<file path="config.mk">
export PLATFORM = sky130hd
export DESIGN_NAME = ram_port_arbiter
export DESIGN_NICKNAME = d
export VERILOG_FILES = /design/src/rtl/ram_port_arbiter.sv
export SDC_FILE = /design/constraint.sdc
export NUM_CORES = 1
export LEC_CHECK = 0
export CORE_AREA = 5 5 154 156
export CTS_CLUSTER_DIAMETER = 40
export DETAILED_ROUTE_END_ITERATION = 7
export DIE_AREA = 0 0 159 161
export GPL_TIMING_DRIVEN = 0
export SLEW_MARGIN = 10
export SYNTH_ARGS = -nofsm -noshare
export SYNTH_HDL_FRONTEND = slang
export SYNTH_SLANG_ARGS = --single-unit
</file>
<file path="constraint.sdc">
create_clock -name CLK -period 2.4 [get_ports CLK]
set_input_delay 0.6 -clock CLK [delete_from_list [all_inputs] [get_ports CLK]]
set_output_delay 0.6 -clock CLK [all_outputs]
set_load 0.01 [all_outputs]
</file>
<file path="src/rtl/ram_port_arbiter.sv">
// ram_port_arbiter: round-robin owner of the single RAM port with a per-tenure access cap.
// Translates ramstate into per-requester wait/ack for NREQ cache-side requesters.
module ram_port_arbiter #(
    parameter int NREQ     = 4,
    parameter int MAX_HOLD = 8
) (
    input  logic                       CLK,
    input  logic                       nRST,
    input  logic [NREQ-1:0]            req_ren,
    input  logic [NREQ-1:0]            req_wen,
    input  logic [NREQ-1:0][31:0]      req_addr,
    input  logic [NREQ-1:0][31:0]      req_store,
    output logic [NREQ-1:0]            req_wait,
    output logic [31:0]                req_load,
    output logic                       ramREN,
    output logic                       ramWEN,
    output logic [31:0]                ramaddr,
    output logic [31:0]                ramstore,
    input  logic [31:0]                ramload,
    input  logic [1:0]                 ramstate,
    output logic                       grant_vld,
    output logic [$clog2(NREQ)-1:0]    grant_id,
    output logic                       ram_err
);

    localparam int IDW = $clog2(NREQ);
    localparam int HCW = $clog2(MAX_HOLD + 1);

    localparam logic [1:0] RS_FREE   = 2'd0;
    localparam logic [1:0] RS_BUSY   = 2'd1;
    localparam logic [1:0] RS_ACCESS = 2'd2;
    localparam logic [1:0] RS_ERROR  = 2'd3;

    localparam logic [0:0] ST_IDLE = 1'b0;
    localparam logic [0:0] ST_OWN  = 1'b1;

    // Returns {found, index} of the first active requester after 'last', wrapping.
    function automatic logic [IDW:0] rr_pick(input logic [NREQ-1:0] act,
                                             input logic [IDW-1:0]  last);
        logic [IDW:0] res;
        int           idx;
        res = {(IDW+1){1'b0}};
        // Walk from farthest to nearest so the nearest active index is written last.
        for (int k = NREQ; k >= 1; k--) begin
            idx = (int'(last) + k) % NREQ;
            if (act[idx]) begin
                res = {1'b1, idx[IDW-1:0]};
            end else begin
                res = res;
            end
        end
        return res;
    endfunction

    logic [0:0]       state_r;
    logic [0:0]       state_n_s;
    logic [IDW-1:0]   ptr_r;
    logic [IDW-1:0]   ptr_n_s;
    logic [HCW-1:0]   hold_cnt_r;
    logic [HCW-1:0]   hold_cnt_n_s;
    logic [IDW-1:0]   grant_id_r;
    logic [IDW-1:0]   grant_id_n_s;

    logic [NREQ-1:0]  active_s;
    logic             owned_s;
    logic             own_active_s;
    logic             ack_s;
    logic [IDW:0]     pick_s;

    assign active_s     = req_ren | req_wen;
    assign owned_s      = (state_r == ST_OWN);
    assign own_active_s = owned_s & active_s[grant_id_r];
    assign ack_s        = own_active_s & (ramstate == RS_ACCESS);
    assign pick_s       = rr_pick(active_s, ptr_r);

    assign req_load  = ramload;
    assign grant_vld = owned_s;
    assign grant_id  = grant_id_r;

    // RAM port mux and per-requester wait generation from the current owner.
    always_comb begin
        ramREN   = 1'b0;
        ramWEN   = 1'b0;
        ramaddr  = 32'h0000_0000;
        ramstore = 32'h0000_0000;
        req_wait = {NREQ{1'b1}};
        ram_err  = 1'b0;
        if (owned_s) begin
            // Write wins when an owner raises both enables.
            ramWEN               = req_wen[grant_id_r];
            ramREN               = req_ren[grant_id_r] & ~req_wen[grant_id_r];
            ramaddr              = req_addr[grant_id_r];
            ramstore             = req_store[grant_id_r];
            req_wait[grant_id_r] = ~ack_s;
            ram_err              = (ramstate == RS_ERROR);
        end else begin
            ramREN   = 1'b0;
            ramWEN   = 1'b0;
            ramaddr  = 32'h0000_0000;
            ramstore = 32'h0000_0000;
            req_wait = {NREQ{1'b1}};
            ram_err  = 1'b0;
        end
    end

    // Next-state logic: arbitration in IDLE, tenure accounting and release in OWN.
    always_comb begin
        state_n_s    = state_r;
        ptr_n_s      = ptr_r;
        hold_cnt_n_s = hold_cnt_r;
        grant_id_n_s = grant_id_r;
        case (state_r)
            ST_IDLE: begin
                if (pick_s[IDW]) begin
                    state_n_s    = ST_OWN;
                    grant_id_n_s = pick_s[IDW-1:0];
                    hold_cnt_n_s = {HCW{1'b0}};
                end else begin
                    state_n_s    = ST_IDLE;
                    grant_id_n_s = {IDW{1'b0}};
                end
            end
            ST_OWN: begin
                if (!own_active_s || (ramstate == RS_ERROR)) begin
                    state_n_s    = ST_IDLE;
                    ptr_n_s      = grant_id_r;
                    hold_cnt_n_s = {HCW{1'b0}};
                    grant_id_n_s = {IDW{1'b0}};
                end else if (ramstate == RS_ACCESS) begin
                    if (hold_cnt_r == HCW'(MAX_HOLD - 1)) begin
                        state_n_s    = ST_IDLE;
                        ptr_n_s      = grant_id_r;
                        hold_cnt_n_s = {HCW{1'b0}};
                        grant_id_n_s = {IDW{1'b0}};
                    end else begin
                        hold_cnt_n_s = hold_cnt_r + HCW'(1'b1);
                    end
                end else begin
                    // FREE/BUSY: keep the port and wait for the RAM.
                    state_n_s = ST_OWN;
                end
            end
            default: begin
                state_n_s    = ST_IDLE;
                hold_cnt_n_s = {HCW{1'b0}};
                grant_id_n_s = {IDW{1'b0}};
            end
        endcase
    end

    // State, round-robin pointer, tenure counter and grant registers.
    always_ff @(posedge CLK or negedge nRST) begin
        if (!nRST) begin
            state_r    <= ST_IDLE;
            ptr_r      <= IDW'(NREQ - 1);
            hold_cnt_r <= {HCW{1'b0}};
            grant_id_r <= {IDW{1'b0}};
        end else begin
            state_r    <= state_n_s;
            ptr_r      <= ptr_n_s;
            hold_cnt_r <= hold_cnt_n_s;
            grant_id_r <= grant_id_n_s;
        end
    end

endmodule

</file>
==> results of run 1 <==
==> layer usage <==
metal  up-vias  part of all wire (%)  global-route usage, %
met5         -                     0                      0
met4         0                  0.88                   1.51
met3        14                   6.0                   2.83
met2       186                    53                   24.5
met1      1937                    40                   16.6
li1       1835                     -                      -
==> final timing paths <==
path,slack (ps),cells after the start,to,startpoint
max,-280,6,req_wait[0],req_wen[2]
min,550,1,hold_cnt_r[1],hold_cnt_r[1]
max reg2reg,520,8,hold_cnt_r[0],grant_id[0]
min reg2reg,550,1,hold_cnt_r[1],hold_cnt_r[1]
max in group asynchronous,1390,1,grant_id[1],nRST
min in group asynchronous,670,1,hold_cnt_r[1],nRST
==> cell type report <==
class,instances,area share [%]
clock buffer,3,0.989
sequential,9,3.07
inverter,2,0.0989
multi-input combinational,196,31.7
tap,285,4.70
timing repair buffer,412,53.6
clock inverter,1,0.0659
buffer,53,5.80
==> kinds of logic after synthesis <==
| logic type | Yosys count | share of synthesized area (%) |
|---|---|---|
| mux | 70 | 52.8 |
| compound gates | 23 | 5.74 |
| simple gates | 102 | 21.3 |
| fa+ha+maj | 1 | 0.428 |
| buf+inv | 58 | 11.9 |
| flops | 9 | 7.79 |
==> stage by stage <==
| step | hold slack [ps] | instance area, um2 | setup TNS (ps) |
|---|---|---|---|
| 2_1_floorplan | 304 | 2950 | -39.0 |
| 3_3_place_gp | 540 | 7040 | -58320 |
| 3_5_place_dp | 538 | 7040 | -58160 |
| 4_1_cts | 556 | 7510 | -12910 |
| 5_1_grt | 585 | 7590 | -11850 |
| 6_report | 549 | 7590 | -7900 |
==> where the power goes <==
group / leakage, nW / internal [W] / switching, W / total, W
Clock: 0.0409 / 0.000220 / 0.0000810 / 0.000301
Combinational: 2.82 / 0.00310 / 0.00184 / 0.00495
Sequential: 0.110 / 0.000206 / 0.0000797 / 0.000286
Total: 2.97 / 0.00353 / 0.00201 / 0.00553
==> critical path, cell delays in order <==
cell,delay (ps)
buf_2,140
nor2_4,50
mux4_2,540
nor3_4,230
or3b_4,400
buf_6,130
==> flip-flops by register name, indices dropped and copies added, names as in the netlist <==
| register | cells |
|---|---|
| grant_id | 2 |
| grant_vld | 1 |
| hold_cnt_r | 4 |
| ptr_r | 2 |
==> cells in the final DEF, fill, tap and decap left out, drive strengths merged, types with 2 or more instances in the layout <==
master and n:
clkbuf 15, o21ai 6, nor3 3, clkdlybuf4s15 13, inv 2, dfstp 2, a22o 2, nor2 9
mux4 67, and2 65, nor3b 2, buf 138, nor4 2, bufbuf 2, o21a 3, nand2 8
dlygate4sd2 9, dfrtp 7, mux2 3, nand3b 4, dlymetal6s2s 3, clkdlybuf4s50 288
==> what timing repair did <==
| item | 4_1_cts | 5_1_grt |
|---|---|---|
| resized for setup | 358 | 48 |
| buffers inserted | 27 | 10 |
| pin swaps | 9 | 4 |
| hold buffers | 0 | 0 |
| cloned | 4 | 0 |
| endpoints found under the setup margin | 76 | 70 |
==> synth_stat cells (all sizes together) (2+ instances only) <==
| cell | n | area [um2] |
|---|---|---|
| nor3 | 3 | 26.3 |
| clkbuf | 15 | 56.3 |
| nor3b | 2 | 15.0 |
| o21ai | 6 | 30.0 |
| dfstp | 2 | 52.6 |
| nand3b | 4 | 30.0 |
| o21a | 3 | 22.5 |
| nor4 | 2 | 12.5 |
| dfrtp | 7 | 175 |
| a22o | 2 | 17.5 |
| nor2 | 9 | 36.3 |
| buf | 41 | 285 |
| mux4 | 67 | 1510 |
| nand2 | 8 | 30.0 |
| and2 | 65 | 407 |
| mux2 | 3 | 33.8 |
| inv | 2 | 7.51 |
==> results.yml, run 1 <==
setup_path:
  critPathLaunchType: "input port"
  cp.arrival_ps: 2080
  worstSetupEndpointType: "output pin"
  crit_required_ps: 1800
  path_class: "input port to output pin"
  critPathMaxFanout: 4
clocking:
  clk_path_buf_depth: 2
  htreeDepth: 1
  cts_buffers: 3
  clk_pin_slew_ps: 40
  clkLatencyLatePin_ps: 240
  root_buffer: "clkbuf_16"
  clock_sinks: 9
  cts_tree: "yes"
detailed_routing:
  wl_um: 18500
  first_pass_iters: 4
  drc: 0
  wl_per_cell_um: 19.3
  dr.first_iter.drc_count: 195
  vias_per_cell: 4.13
  ant_nets: 0
  vias: 3972
timing:
  tightest_slew_ps: 586
  layout_worst_path_cycle_share_pct: 112
  fin_skew_ps: 4.70
  rsz0062_at_grt: "yes"
  fmax_mhz: 373
  maxSlewHeadroom_pct: 60.9
  layout_setup_ws_ps: -283
  slew_violations: 0
  final_hold_viol_count: 0
  period_minus_slack_ps: 2680
  setup-violations-final: 61
placement:
  dpl.cell_count: 921
  post-place-ws_ps: -1290
  hpwlAfterDp_um: 15700
  port_buffers: 373
  gp_congestion: 0.877
pwr:
  ir_drop_mv: 0.218
  p_leak_nw: 2.97
  power_density_mw_per_mm2: 729
  power_w: 0.00553
yosys:
  synthCells: 263
  syn_area_mm2: 0.00292
  synth_area_per_cell_um2: 11.1
  synthDistinctLibCells: 43
  yosys_warnings: 0
  synth_edf_count: 0
  synthFlopType: "dfrtp_1"
  synthArstFlopShare_pct: 100
  syn_nets: 564
  ys_seq_elements: 9
  yosysSeqAreaShare_pct: 7.79
finish:
  stdcell_count: 961
  syn_to_final_growth_pct: 160
  area.sequential_um2: 233
  n_fill_cell: 2280
  final_nets: 978
  final_core_util_pct: 34.1
  multi_input_area_mm2: 0.00241
  drive_above_1_share_pct: 38.3
  diodes: 0
global_route:
  grt_usage_pct: 13.3
  grt_pass1_vias: 4332
  grt_max_degree: 12
  grt-ovfl-total: 0
  antenna_found_initial: 0
  grt_pass1_wl_um: 27400
run_status:
  violations: "negative setup slack"
  status: "finished with violations"
floorplanning:
  core-area_mm2: 0.0222
  die_x_um: 159
  rows: 55
  io-pin-count: 406
  initial_core_util_pct: 13.1
  die_y_um: 161
  dieArea_mm2: 0.0256
min_path:
  hp-class: "register to register"
job:
  max_cap_viol_count: 0
(Power assumes the default switching activity.)
==> inputs of run 2 (changes only) <==
--- a/config.mk
+++ b/config.mk
@@ -10,7 +10,6 @@
 export DETAILED_ROUTE_END_ITERATION = 7
 export DIE_AREA = 0 0 159 161
 export GPL_TIMING_DRIVEN = 0
-export SLEW_MARGIN = 10
 export SYNTH_ARGS = -nofsm -noshare
 export SYNTH_HDL_FRONTEND = slang
 export SYNTH_SLANG_ARGS = --single-unit
==> results of run 2 <==
No change in the layout: final DEF, timing and power equal those of run 1.
==> inputs of run 3 (changes only) <==
--- a/config.mk
+++ b/config.mk
@@ -5,10 +5,10 @@
 export SDC_FILE = /design/constraint.sdc
 export NUM_CORES = 1
 export LEC_CHECK = 0
-export CORE_AREA = 5 5 154 156
+export CORE_AREA = 2 2 160 162
 export CTS_CLUSTER_DIAMETER = 40
 export DETAILED_ROUTE_END_ITERATION = 7
-export DIE_AREA = 0 0 159 161
+export DIE_AREA = 0 0 162 164
 export GPL_TIMING_DRIVEN = 0
 export SYNTH_ARGS = -nofsm -noshare
 export SYNTH_HDL_FRONTEND = slang
==> run 3 against run 2 <==
The flow still finishes with violations (negative setup slack). Wire length down 7.6%. Core utilization down 3.9 points. Sequential share of layout area about the same. Die area is 3.8% higher. Via count fell by 1.0%. Non-clock buffer count decreased by 10. Highest routed layer unchanged. Count of clock-buffer cells in the layout is the same. Final cell count up 3.7%. Global-route usage fell by 1.4 points. Combinational power shrank 4.6%. Hold slack better by 11 ps. Flip-flop and latch count stayed put.
==> results.yml, run 3 (synthesized netlist as in run 1, its figures left out) <==
floorplanning:
  initial_core_util_pct: 11.8
  die_x_um: 162
  core-area_mm2: 0.0248
  die_y_um: 164
  rows: 58
  dieArea_mm2: 0.0266
  io-pin-count: 406
job:
  max_cap_viol_count: 0
placement:
  post-place-ws_ps: -1260
  hpwlAfterDp_um: 14500
  gp_congestion: 0.800
  placement.cell_area_mm2: 0.00709
  dpl.cell_count: 966
  port_buffers: 373
finish:
  syn_to_final_growth_pct: 157
  fin_area_mm2: 0.00750
  final_nets: 968
  final_common_cell: "clkdlybuf4s50_1"
  multi_input_area_mm2: 0.00241
  area.sequential_um2: 233
  regMostFlops: "hold_cnt_r"
  largest_reg_flops: 4
  drive_above_1_share_pct: 37.2
  n_fill_cell: 2596
  final_cell_mix: "clkdlybuf4s50_1, mux4_2, buf_4"
  stdcell_count: 997
detailed_routing:
  first_pass_iters: 4
  wl_met3_um: 1180
  ant_nets: 0
  wl_met1_um: 6660
  drc: 0
  dr.first_iter.drc_count: 100
  vias: 3931
  wl_per_cell_um: 17.2
  wl_met2_um: 9090
  highest_layer: "met4"
  vias_per_cell: 3.94
  wl_um: 17100
clocking:
  root_buffer: "clkbuf_16"
  clock_sinks: 9
  clk_path_buf_depth: 2
  htreeDepth: 1
  cts_tree: "yes"
  cts_buffers: 3
  clk_pin_slew_ps: 40
  hold_buffers: 0
  clkLatencyLatePin_ps: 240
pwr:
  ir_drop_mv: 0.377
  power_w: 0.00531
  power_density_mw_per_mm2: 707
  p_leak_nw: 2.96
global_route:
  grt_pass1_wl_um: 24300
  antenna_found_initial: 1
  grt_max_degree: 12
  grt-ovfl-total: 0
  grt_pass1_vias: 4125
  grt_usage_pct: 11.9
min_path:
  hp-class: "register to register"
run_status:
  status: "finished with violations"
  violations: "negative setup slack"
setup_path:
  critPathLaunchType: "register"
  worstSetupEndpointType: "output pin"
  critPathMaxFanout: 5
  cp.arrival_ps: 2060
  crit_required_ps: 1800
  path_class: "register to output pin"
timing:
  period_minus_slack_ps: 2660
  slew_violations: 0
  layout_setup_ws_ps: -260
  maxSlewHeadroom_pct: 60.4
  layout_worst_path_cycle_share_pct: 111
  hold_ws_ps: 560
  tightest_slew_ps: 593
  setup-violations-final: 57
  fmax_mhz: 376
  rsz0062_at_grt: "yes"
  fin_skew_ps: 3.83
  final_hold_viol_count: 0
==> run 3: critical path, cell delays in order, from the launching register on <==
cell           delay (ps)
dfrtp_2               410
buf_4                 150
buf_16                140
bufbuf_16             270
mux4_2                410
and2_1                160
dlygate4sd2_1         270
==> run 3: layout make-up <==
class,instances,area share [%]
diodes,1,0.0333
plain buffers,53,5.90
clock buffers,3,1.00
clock inverters,1,0.0667
inverters,2,0.100
multi-input cells,196,32.1
flip-flops and latches,9,3.10
well taps,330,5.50
repair buffers,402,52.2
==> run 3: what timing repair did <==
item / 4_1_cts / 5_1_grt
pin swaps: 9 / 2
gates cloned: 6 / 0
resized for setup: 327 / 53
setup endpoints to repair: 75 / 69
buffers inserted: 19 / 4
==> run 3: where the power goes <==
part | internal (W) | switching, W | leakage (nW)
Combinational | 0.00293 | 0.00179 | 2.81
Clock | 0.000220 | 0.0000789 | 0.0409
Sequential | 0.000206 | 0.0000815 | 0.110
==> run 3: final timing paths <==
check | startpoint | endpoint | slack, ps | cells after the start
min reg2reg | hold_cnt_r[1] | hold_cnt_r[1] | 560 | 1
max in group asynchronous | nRST | ptr_r[0] | 1410 | 1
min | hold_cnt_r[1] | hold_cnt_r[1] | 560 | 1
max reg2reg | grant_id[0] | ptr_r[1] | 370 | 5
max | grant_id[0] | ramaddr[21] | -260 | 6
min in group asynchronous | nRST | hold_cnt_r[0] | 660 | 1
==> run 3: per-stage QoR <==
step	setup TNS [ps]	utilization (%)
after detailed placement	-59850	28.6
after global placement	-60120	28.6
after floorplan	-39.0	-
after CTS	-11270	30.1
after global routing	-11740	30.2
final	-8020	30.2
==> run 3: layer usage <==
metal | vias up | global-route usage, %
met2 | 181 | 22.2
met1 | 1914 | 14.3
met3 | 15 | 2.30
li1 | 1821 | -
met5 | - | 0
met4 | 0 | 2.33
